File: src/rtl/w5300_socket_bank_conf.sv
// w5300_socket_bank_conf
// Brings up sockets 0..NUM_SOCKETS-1 on a W5300 one after another, each as a
// TCP server or a UDP socket, over the shared single-transaction register bus.
// Every socket gets MAX_RETRY close/reopen retries after a poll timeout, and the
// block reports which sockets came up (sock_ok) and which gave up (sock_fail).
// Bus address format: addr[10] = 1 for a write, 0 for a read; addr[9:0] = register.
module w5300_socket_bank_conf #(
    parameter int unsigned NUM_SOCKETS = 2,
    parameter logic [15:0] BASE_PORT   = 16'd7000,
    parameter logic [7:0]  UDP_MASK    = 8'h00,
    parameter logic [15:0] OP_TIMEOUT  = 16'd100,
    parameter logic [3:0]  MAX_RETRY   = 4'd2
) (
    input  logic                   clk,
    input  logic                   rst,
    input  logic                   enable,
    input  logic                   op_state,
    input  logic [15:0]            rd_data,
    output logic [10:0]            addr,
    output logic [15:0]            wr_data,
    output logic                   busy,
    output logic                   done,
    output logic [NUM_SOCKETS-1:0] sock_ok,
    output logic [NUM_SOCKETS-1:0] sock_fail
);

    localparam logic FLAG_WR = 1'b1;
    localparam logic FLAG_RD = 1'b0;

    // Socket 0 register addresses; socket n sits 0x40 above socket n-1.
    localparam logic [9:0] S0_MR             = 10'h200;
    localparam logic [9:0] S0_CR             = 10'h202;
    localparam logic [9:0] S0_IMR            = 10'h204;
    localparam logic [9:0] S0_SSR            = 10'h208;
    localparam logic [9:0] S0_PORTR          = 10'h20A;
    localparam logic [9:0] S0_KPALVTR_PROTOR = 10'h21A;

    localparam logic [15:0] MR_TCP     = 16'h0001;
    localparam logic [15:0] MR_UDP     = 16'h0002;
    localparam logic [15:0] IMR_VALUE  = 16'h001F;  // SENDOK|TIMEOUT|RECV|DISCON|CON
    localparam logic [15:0] KPALV_PROT = {8'd1, 8'd1};
    localparam logic [15:0] CR_OPEN    = 16'h0001;
    localparam logic [15:0] CR_LISTEN  = 16'h0002;
    localparam logic [15:0] CR_CLOSE   = 16'h0010;

    localparam logic [7:0] SOCK_INIT   = 8'h13;
    localparam logic [7:0] SOCK_LISTEN = 8'h14;
    localparam logic [7:0] SOCK_UDP    = 8'h22;

    typedef enum logic [2:0] {
        S_IDLE,
        S_PARAMS,
        S_POLL_OPEN,
        S_LISTEN,
        S_POLL_LISTEN,
        S_CLOSE,
        S_NEXT,
        S_DONE
    } state_t;

    state_t                   state, state_n;
    logic [2:0]               sidx, sidx_n;
    logic [2:0]               op_idx, op_idx_n;
    logic [3:0]               retry, retry_n;
    logic [15:0]              tick, tick_n;
    logic [NUM_SOCKETS-1:0]   ok_n, fail_n;
    logic [NUM_SOCKETS-1:0]   sock_sel;
    logic                     is_udp;
    logic                     in_poll;
    logic [7:0]               ssr_target;
    logic                     poll_hit;
    logic                     poll_expired;
    logic                     unused_rd_hi;

    function automatic logic [9:0] get_socket_n_reg(input logic [9:0] base, input logic [2:0] n);
        return base + {1'b0, n, 6'b0};
    endfunction

    // Only the low byte of SSR carries the socket state.
    assign unused_rd_hi = ^rd_data[15:8];

    assign sock_sel     = NUM_SOCKETS'(1) << sidx;
    assign is_udp       = UDP_MASK[sidx];
    assign in_poll      = (state == S_POLL_OPEN) || (state == S_POLL_LISTEN);
    assign ssr_target   = (state == S_POLL_LISTEN) ? SOCK_LISTEN :
                          (is_udp ? SOCK_UDP : SOCK_INIT);
    assign poll_hit     = in_poll && op_state && (rd_data[7:0] == ssr_target);
    assign poll_expired = in_poll && (tick == OP_TIMEOUT);

    assign busy = (state != S_IDLE) && (state != S_DONE);
    assign done = (state == S_DONE);

    // State, counters and status vectors.
    always_ff @(posedge clk) begin
        if (rst) begin
            state     <= S_IDLE;
            sidx      <= 3'd0;
            op_idx    <= 3'd0;
            retry     <= 4'd0;
            tick      <= 16'd0;
            sock_ok   <= '0;
            sock_fail <= '0;
        end else begin
            state     <= state_n;
            sidx      <= sidx_n;
            op_idx    <= op_idx_n;
            retry     <= retry_n;
            tick      <= tick_n;
            sock_ok   <= ok_n;
            sock_fail <= fail_n;
        end
    end

    // Next-state logic: sequencing, retries and status updates.
    always_comb begin
        state_n  = state;
        sidx_n   = sidx;
        op_idx_n = op_idx;
        retry_n  = retry;
        ok_n     = sock_ok;
        fail_n   = sock_fail;

        case (state)
            S_IDLE: begin
                if (enable) begin
                    state_n  = S_PARAMS;
                    sidx_n   = 3'd0;
                    op_idx_n = 3'd0;
                    retry_n  = 4'd0;
                end
            end
            S_PARAMS: begin
                if (op_state) begin
                    if (op_idx == 3'd4) state_n = S_POLL_OPEN;
                    else                op_idx_n = op_idx + 3'd1;
                end
            end
            S_POLL_OPEN: begin
                if (poll_hit) begin
                    if (is_udp) begin
                        ok_n    = sock_ok | sock_sel;
                        state_n = S_NEXT;
                    end else begin
                        state_n = S_LISTEN;
                    end
                end else if (poll_expired) begin
                    state_n = S_CLOSE;
                end
            end
            S_LISTEN: begin
                if (op_state) state_n = S_POLL_LISTEN;
            end
            S_POLL_LISTEN: begin
                if (poll_hit) begin
                    ok_n    = sock_ok | sock_sel;
                    state_n = S_NEXT;
                end else if (poll_expired) begin
                    state_n = S_CLOSE;
                end
            end
            S_CLOSE: begin
                if (op_state) begin
                    if (retry == MAX_RETRY) begin
                        fail_n  = sock_fail | sock_sel;
                        state_n = S_NEXT;
                    end else begin
                        retry_n  = retry + 4'd1;
                        op_idx_n = 3'd0;
                        state_n  = S_PARAMS;
                    end
                end
            end
            S_NEXT: begin
                retry_n  = 4'd0;
                op_idx_n = 3'd0;
                if (sidx == 3'(NUM_SOCKETS - 1)) begin
                    state_n = S_DONE;
                end else begin
                    sidx_n  = sidx + 3'd1;
                    state_n = S_PARAMS;
                end
            end
            S_DONE: begin
                if (!enable) begin
                    state_n = S_IDLE;
                    ok_n    = '0;
                    fail_n  = '0;
                end
            end
            default: state_n = S_IDLE;
        endcase

        // Poll budget restarts on every poll entry and saturates at the limit.
        tick_n = 16'd0;
        if (in_poll && (state_n == state)) begin
            tick_n = (tick == OP_TIMEOUT) ? tick : tick + 16'd1;
        end
    end

    // Bus transaction presented for the current state and op.
    always_comb begin
        addr    = {FLAG_RD, 10'h000};
        wr_data = 16'h0000;
        case (state)
            S_PARAMS: begin
                case (op_idx)
                    3'd0: begin
                        addr    = {FLAG_WR, get_socket_n_reg(S0_MR, sidx)};
                        wr_data = is_udp ? MR_UDP : MR_TCP;
                    end
                    3'd1: begin
                        addr    = {FLAG_WR, get_socket_n_reg(S0_PORTR, sidx)};
                        wr_data = BASE_PORT + {13'd0, sidx};
                    end
                    3'd2: begin
                        addr    = {FLAG_WR, get_socket_n_reg(S0_IMR, sidx)};
                        wr_data = IMR_VALUE;
                    end
                    3'd3: begin
                        addr    = {FLAG_WR, get_socket_n_reg(S0_KPALVTR_PROTOR, sidx)};
                        wr_data = KPALV_PROT;
                    end
                    default: begin
                        addr    = {FLAG_WR, get_socket_n_reg(S0_CR, sidx)};
                        wr_data = CR_OPEN;
                    end
                endcase
            end
            S_POLL_OPEN, S_POLL_LISTEN: begin
                addr = {FLAG_RD, get_socket_n_reg(S0_SSR, sidx)};
            end
            S_LISTEN: begin
                addr    = {FLAG_WR, get_socket_n_reg(S0_CR, sidx)};
                wr_data = CR_LISTEN;
            end
            S_CLOSE: begin
                addr    = {FLAG_WR, get_socket_n_reg(S0_CR, sidx)};
                wr_data = CR_CLOSE;
            end
            default: begin
                addr    = {FLAG_RD, 10'h000};
                wr_data = 16'h0000;
            end
        endcase
    end

endmodule

File: config.mk
export PLATFORM = sky130hd
export DESIGN_NAME = w5300_socket_bank_conf
export DESIGN_NICKNAME = d
export VERILOG_FILES = /design/src/rtl/w5300_socket_bank_conf.sv
export SDC_FILE = /design/constraint.sdc
export NUM_CORES = 1
export LEC_CHECK = 0
export ABC_AREA = 1
export BUFFER_PORTS_ARGS = -buffer_cell sky130_fd_sc_hd__buf_2
export CORE_ASPECT_RATIO = 1.75
export CORE_MARGIN = 3
export CORE_UTILIZATION = 51
export CTS_BUF_LIST = sky130_fd_sc_hd__clkbuf_8
export CTS_CLUSTER_DIAMETER = 50
export DETAILED_ROUTE_END_ITERATION = 8
export PLACE_DENSITY = 0.79
export RECOVER_POWER = 25
export SLEW_MARGIN = 40
export SYNTH_ARGS = -nofsm -noshare
export SYNTH_HDL_FRONTEND = slang
export SYNTH_SLANG_ARGS = --single-unit
File: constraint.sdc
create_clock -name clk -period 1.71 [get_ports clk]
set_clock_uncertainty 0.1 [all_clocks]
set_input_delay 0.342 -clock clk [delete_from_list [all_inputs] [get_ports clk]]
set_output_delay 0.342 -clock clk [all_outputs]
set_load 0.02 [all_outputs]
[Word level (Yosys, flattened, before mapping)]
Memory sizes are Yosys's and may differ from the RTL's. A register that Yosys moved wholly into a read port is not among the register bits.
Cells that the tools add are included.
Cells by class
  add/subtract/negate cells: 11
  multipliers: 0
  divide/modulo/power cells: 0
  magnitude comparators: 1
  eq/ne operators: 28
  shift operators: 1
  mux-type cells: 43
  bitwise gates (word level): 3
  reduce and logical (&&, ||, !) cells: 22
Operators by type and width (count)
  $add 10x9->10 const A: 6
  $mux 3: 20
  $pmux 14 s4: 1
  $pmux 14 s3: 1
  $pmux 10 s4: 1
  $pmux 11 s3: 1
  $pmux 3 s8: 1
  $ne 2x2->1 const B: 11
  $add 16x1->16 const B: 1
  $eq 16x7->1 const B: 1
  $eq 3x3->1 const B: 5
  $add 13x3->14 const A: 1
  $mux 2: 7
  $eq 3x2->1 const B: 4
  $mux 4: 3
  $mux 6: 2
  $pmux 3 s4: 1
  $pmux 4 s3: 1
  $eq 3x1->1 const B: 3
  $reduce_bool 3->1: 3
  $eq 8x6->1: 1
  $reduce_and 4->1: 2
  $add 3x1->3 const B: 2
  $logic_not 3->1: 2
  20 further kinds: 28
Word-level totals
  flip-flop bits (word level): 33
  latch bits: 0
  bits in writable memories: 0
  memory bits (read-only): 8
  bits of input ports: 20
  output and inout port bits: 33
  logic and storage cells: 117
  memories kept: 1
Memories
  (name not given): depth 8, width 1, read ports 1, clocked after Yosys merged registers in 1, write ports 0, line 83  | assign is_udp = UDP_MASK[sidx];

[Longest topological paths before layout]
  depth after elaboration: 12
  depth in mapped cells: 15
  gate-level depth less buffers: 14

[Least setup slack after synthesis]
No wires, ideal clock.
  path type: reg2out
  from: reg state[0]
  to: out wr_data[2]
  data arrival time: 1818 ps
  data required time: 1268 ps
  path slack: -550 ps
  stages on the path, launching flop included: 7
  path buffers: 0
  path through: dfxtp_1 -> inv_1 -> nor2_1 -> nand2_1 -> nor2_1 -> inv_1 -> o21ai_0
Between the ends
  word-level cells in the longest chain between the ends: 2
  elaborated cells between the ends (all ways): 4
  those cells by class: eq/ne: 3; mux: 1
Ends and longest elaborated chain
  from (decl): line 61  | state_t state, state_n;
  from (signal assigned): line 104  | state <= state_n;
  $eq 3x3->1, or another cell as far along: line 204  | case (state)
  $pmux 14 s3 (*): line 204
  to (decl): line 20  | output logic [15:0] wr_data,
Mark *: on every way between the ends. The rest lies on a longest branch, timed or not.

[Worst setup path in the final report]
  from: reg retry[0]
  to: reg tick[11]
Between the ends
  word-level cells in the longest chain between the ends: 8
Ends and longest elaborated chain
  from (decl): line 64  | logic [3:0] retry, retry_n;
  from (signal assigned): line 107  | retry <= retry_n;
  $eq 4x2->1: line 163  | if (retry == MAX_RETRY) begin
  $mux 3: line 163
  $mux 3: line 162  | if (op_state) begin
  $pmux 3 s8: line 123  | case (state)
  $eq 3x3->1: line 195  | if (in_poll && (state_n == state)) begin
  $logic_and 1x1->1: line 195
  $not 1->1 (no line)
  $reduce_or 2->1 (no line)
  to (signal assigned): line 108  | tick <= tick_n;
  to (decl): line 65  | logic [15:0] tick, tick_n;
No other way between the ends.
A chain may end at the register's enable or synchronous reset.

==> results.json <==
{
  "result_of_the_run": "complete, but fails checks",
  "failed_checks": "setup timing",
  "finalWorstSetupSlack_ps": -575,
  "count_of_cells_along_the_worst_register_to_register_path": 11,
  "clock_sink_count": 33,
  "place_ws_ps": -229,
  "syn_avg_cell_area_sq_um": 6.53,
  "worst_skew_pair.late_latency_ps": 320,
  "cts_htree_levels": 2,
  "die_w_um": 57.2,
  "timing_max_transition_violations_final": 0,
  "final_area_sq_um": 3930,
  "grt_pass1_vias": 2997,
  "place.port_buffers": 36,
  "die_y_um": 95.6,
  "synthFlopType": "dfxtp_1",
  "timing.setup.critical_path_class": "reg2reg",
  "ir_drop_mv": 0.814,
  "placement_rows": 32,
  "areaGrowthSynthToFinish_pct": 68.0,
  "synth-edff-count": 0,
  "first_pass_grt_wire_length_mm": 13.6,
  "place.detailed.instances": 500,
  "maxCapViolations": 0,
  "period_minus_slack_ps": 2290,
  "globalRouteTotalUtil_pct": 32.9,
  "critPathSlowestCell": "nor2_1",
  "worst_setup_path_end_kind": "flop",
  "fillerInstances": 177,
  "min-delay-path-class": "in2reg",
  "synth_seq_cells": 33,
  "number_of_ports_placed_on_the_die_boundary": 53,
  "cts_tree": "built",
  "layout_commonest_cell": "buf_4",
  "fmax_mhz": 438,
  "p_total_w": 0.00232,
  "synth-async-reset-ratio_pct": 0,
  "grt_start_max_net_pins": 11,
  "sequential_to_total_area_share_from_yosys_stat_pct": 28.3,
  "routed_wirelength_mm": 12.5,
  "min_delay_path_depth": 2,
  "final_hold_violation_count": 0,
  "timing.critical_path.from_type": "flop",
  "synth_cells": 358,
  "cp.required_ps": 1850,
  "core_sq_um": 4400,
  "num_vias": 3286,
  "dpl_cell_area_sq_um": 3030,
  "static-leakage-power_nw": 1.78,
  "die_outline_area_sq_um": 5460,
  "finalWeightedCongestion": 0.961,
  "crit_path_cell_trace": "inv_2, ha_1, nand4_1, nor2_1, nor3_4, buf_4, nand3_2, nand2_2, nor2_4, nand2_4, nor2_2",
  "cts_inserted_buffers": 5,
  "ant_nets": 0,
  "drt-pass1-iter-count": 5,
  "design.final.nets": 512,
  "antenna_found_initial": 0,
  "number_of_non_filler_instances_in_the_completed_layout": 533,
  "crit_fanout": 8,
  "critical-path-max-stage-delay_ps": 370,
  "routed_wire_length_per_instance_um": 23.4,
  "drt_drc_violations_left": 0,
  "synth_warnings": 0,
  "root_buffer": "clkbuf_8",
  "dp.final_hpwl_mm": 4.91,
  "antenna-diode-count": 0,
  "setup-tns-final_ps": -16670,
  "post_synth_num_cell_types": 34,
  "p_per_area_nw_per_um2": 592,
  "cts.path.max_buffers": 2,
  "timing.final.setup_violations": 54,
  "dr.first_iter.drc_count": 383,
  "share_of_final_layout_standard_cells_stronger_than_drive_strength_1_pct": 54.1,
  "vias_per_cell": 6.17,
  "timing.final.crit_share_pct": 134,
  "crit_arrival_ps": 2420,
  "overflow": 0,
  "rsz0062_at_grt": "true",
  "final_cell_mix": "buf_4, nand2_1, inv_1, nor2_1, buf_6",
  "start_util_pct": 53.1,
  "syn_area_sq_um": 2340,
  "clkTransAtPathRegs_ps": 100
}
[critical path: cells and delay by family, from the launching register on]
| family | cells | cell delay [ps] |
|---|---|---|
| flip-flops | 1 | 340 |
| AND/OR/NAND/NOR | 8 | 1300 |
| buffers and inverters | 2 | 250 |
| adder cells (fa/ha/maj) | 1 | 190 |
[through the flow]
stage	util (%)	hold slack, ps
detailed placement	68.9	341
floorplan	-	375
finish	89.2	284
global placement	68.9	340
global route	89.2	277
CTS	79.1	259
[worst paths after layout]
check | from | to | slack [ps]
worst max-delay path | retry[0] | tick[11] | -580
worst min-delay path | rst | op_idx[0] | 280
worst max register to register | retry[0] | tick[11] | -580
worst min register to register | sock_ok[1] | sock_ok[1] | 380
[sequential cells by signal, summed over array words and instances, names as in the netlist]
signal / cells
tick: 16
retry: 4
op_idx: 3
sidx: 3
state: 3
sock_fail: 2
sock_ok: 2
[logic make-up (layout without fill, tap and decap cells)]
family | Yosys count | in the layout | share of synthesized area (%)
other | 1 | 8 | 0.160
AO/OA/AOI/OAI | 39 | 39 | 9.74
adder cells (fa/ha/maj) | 11 | 11 | 5.89
XOR/XNOR | 12 | 12 | 4.50
AND/OR/NAND/NOR | 186 | 187 | 37.2
flip-flops | 33 | 33 | 28.3
buffers and inverters | 76 | 192 | 14.3
[power by group]
group          internal [W]  leakage, nW  switching, W
logic              0.000354         1.46      0.000505
clock network      0.000277       0.0491      0.000356
registers          0.000790        0.273     0.0000427
total               0.00142         1.78      0.000904
[what timing repair did]
action / 4_1_cts / 5_1_grt
buffers inserted: 13 / 13
endpoints found under the setup margin: 46 / 51
gates cloned: 1 / 0
hold buffers: 0 / 0
pin swaps: 16 / 27
resized for setup: 78 / 102
[synthesized netlist by cell type (4+ instances only)]
master	instances	area (sq um)
inv_2	6	22.5
o21ai_0	11	55.1
nand2_1	64	240
nor2_1	56	210
buf_4	11	82.6
nor2_4	4	45.0
a21oi_1	15	75.1
xor2_1	10	87.6
dfxtp_1	33	661
nand3_1	19	95.1
nand2_2	7	43.8
nand4_1	6	37.5
nor2_2	13	81.3
ha_1	11	138
nor3_1	9	45.0
inv_1	57	214
[area by class of cell]
type,count,area [sq um],share of cell area [%]
tap,51,63.8,1.62
multi-input combinational,257,1870,47.5
timing repair buffer,121,975,24.8
sequential,33,684,17.4
inverter,63,256,6.53
clock inverter,3,13.8,0.350
clock buffer,5,68.8,1.75
[routing by layer]
metal	GRT usage [%]	part of all wire, %	up-vias
met1	26.7	29	1488
met4	29.2	12	0
met3	9.08	10	138
met2	61.6	49	306
li1	-	-	1354
met5	0	0	-
Note: power is estimated with default switching activity, not from simulation.
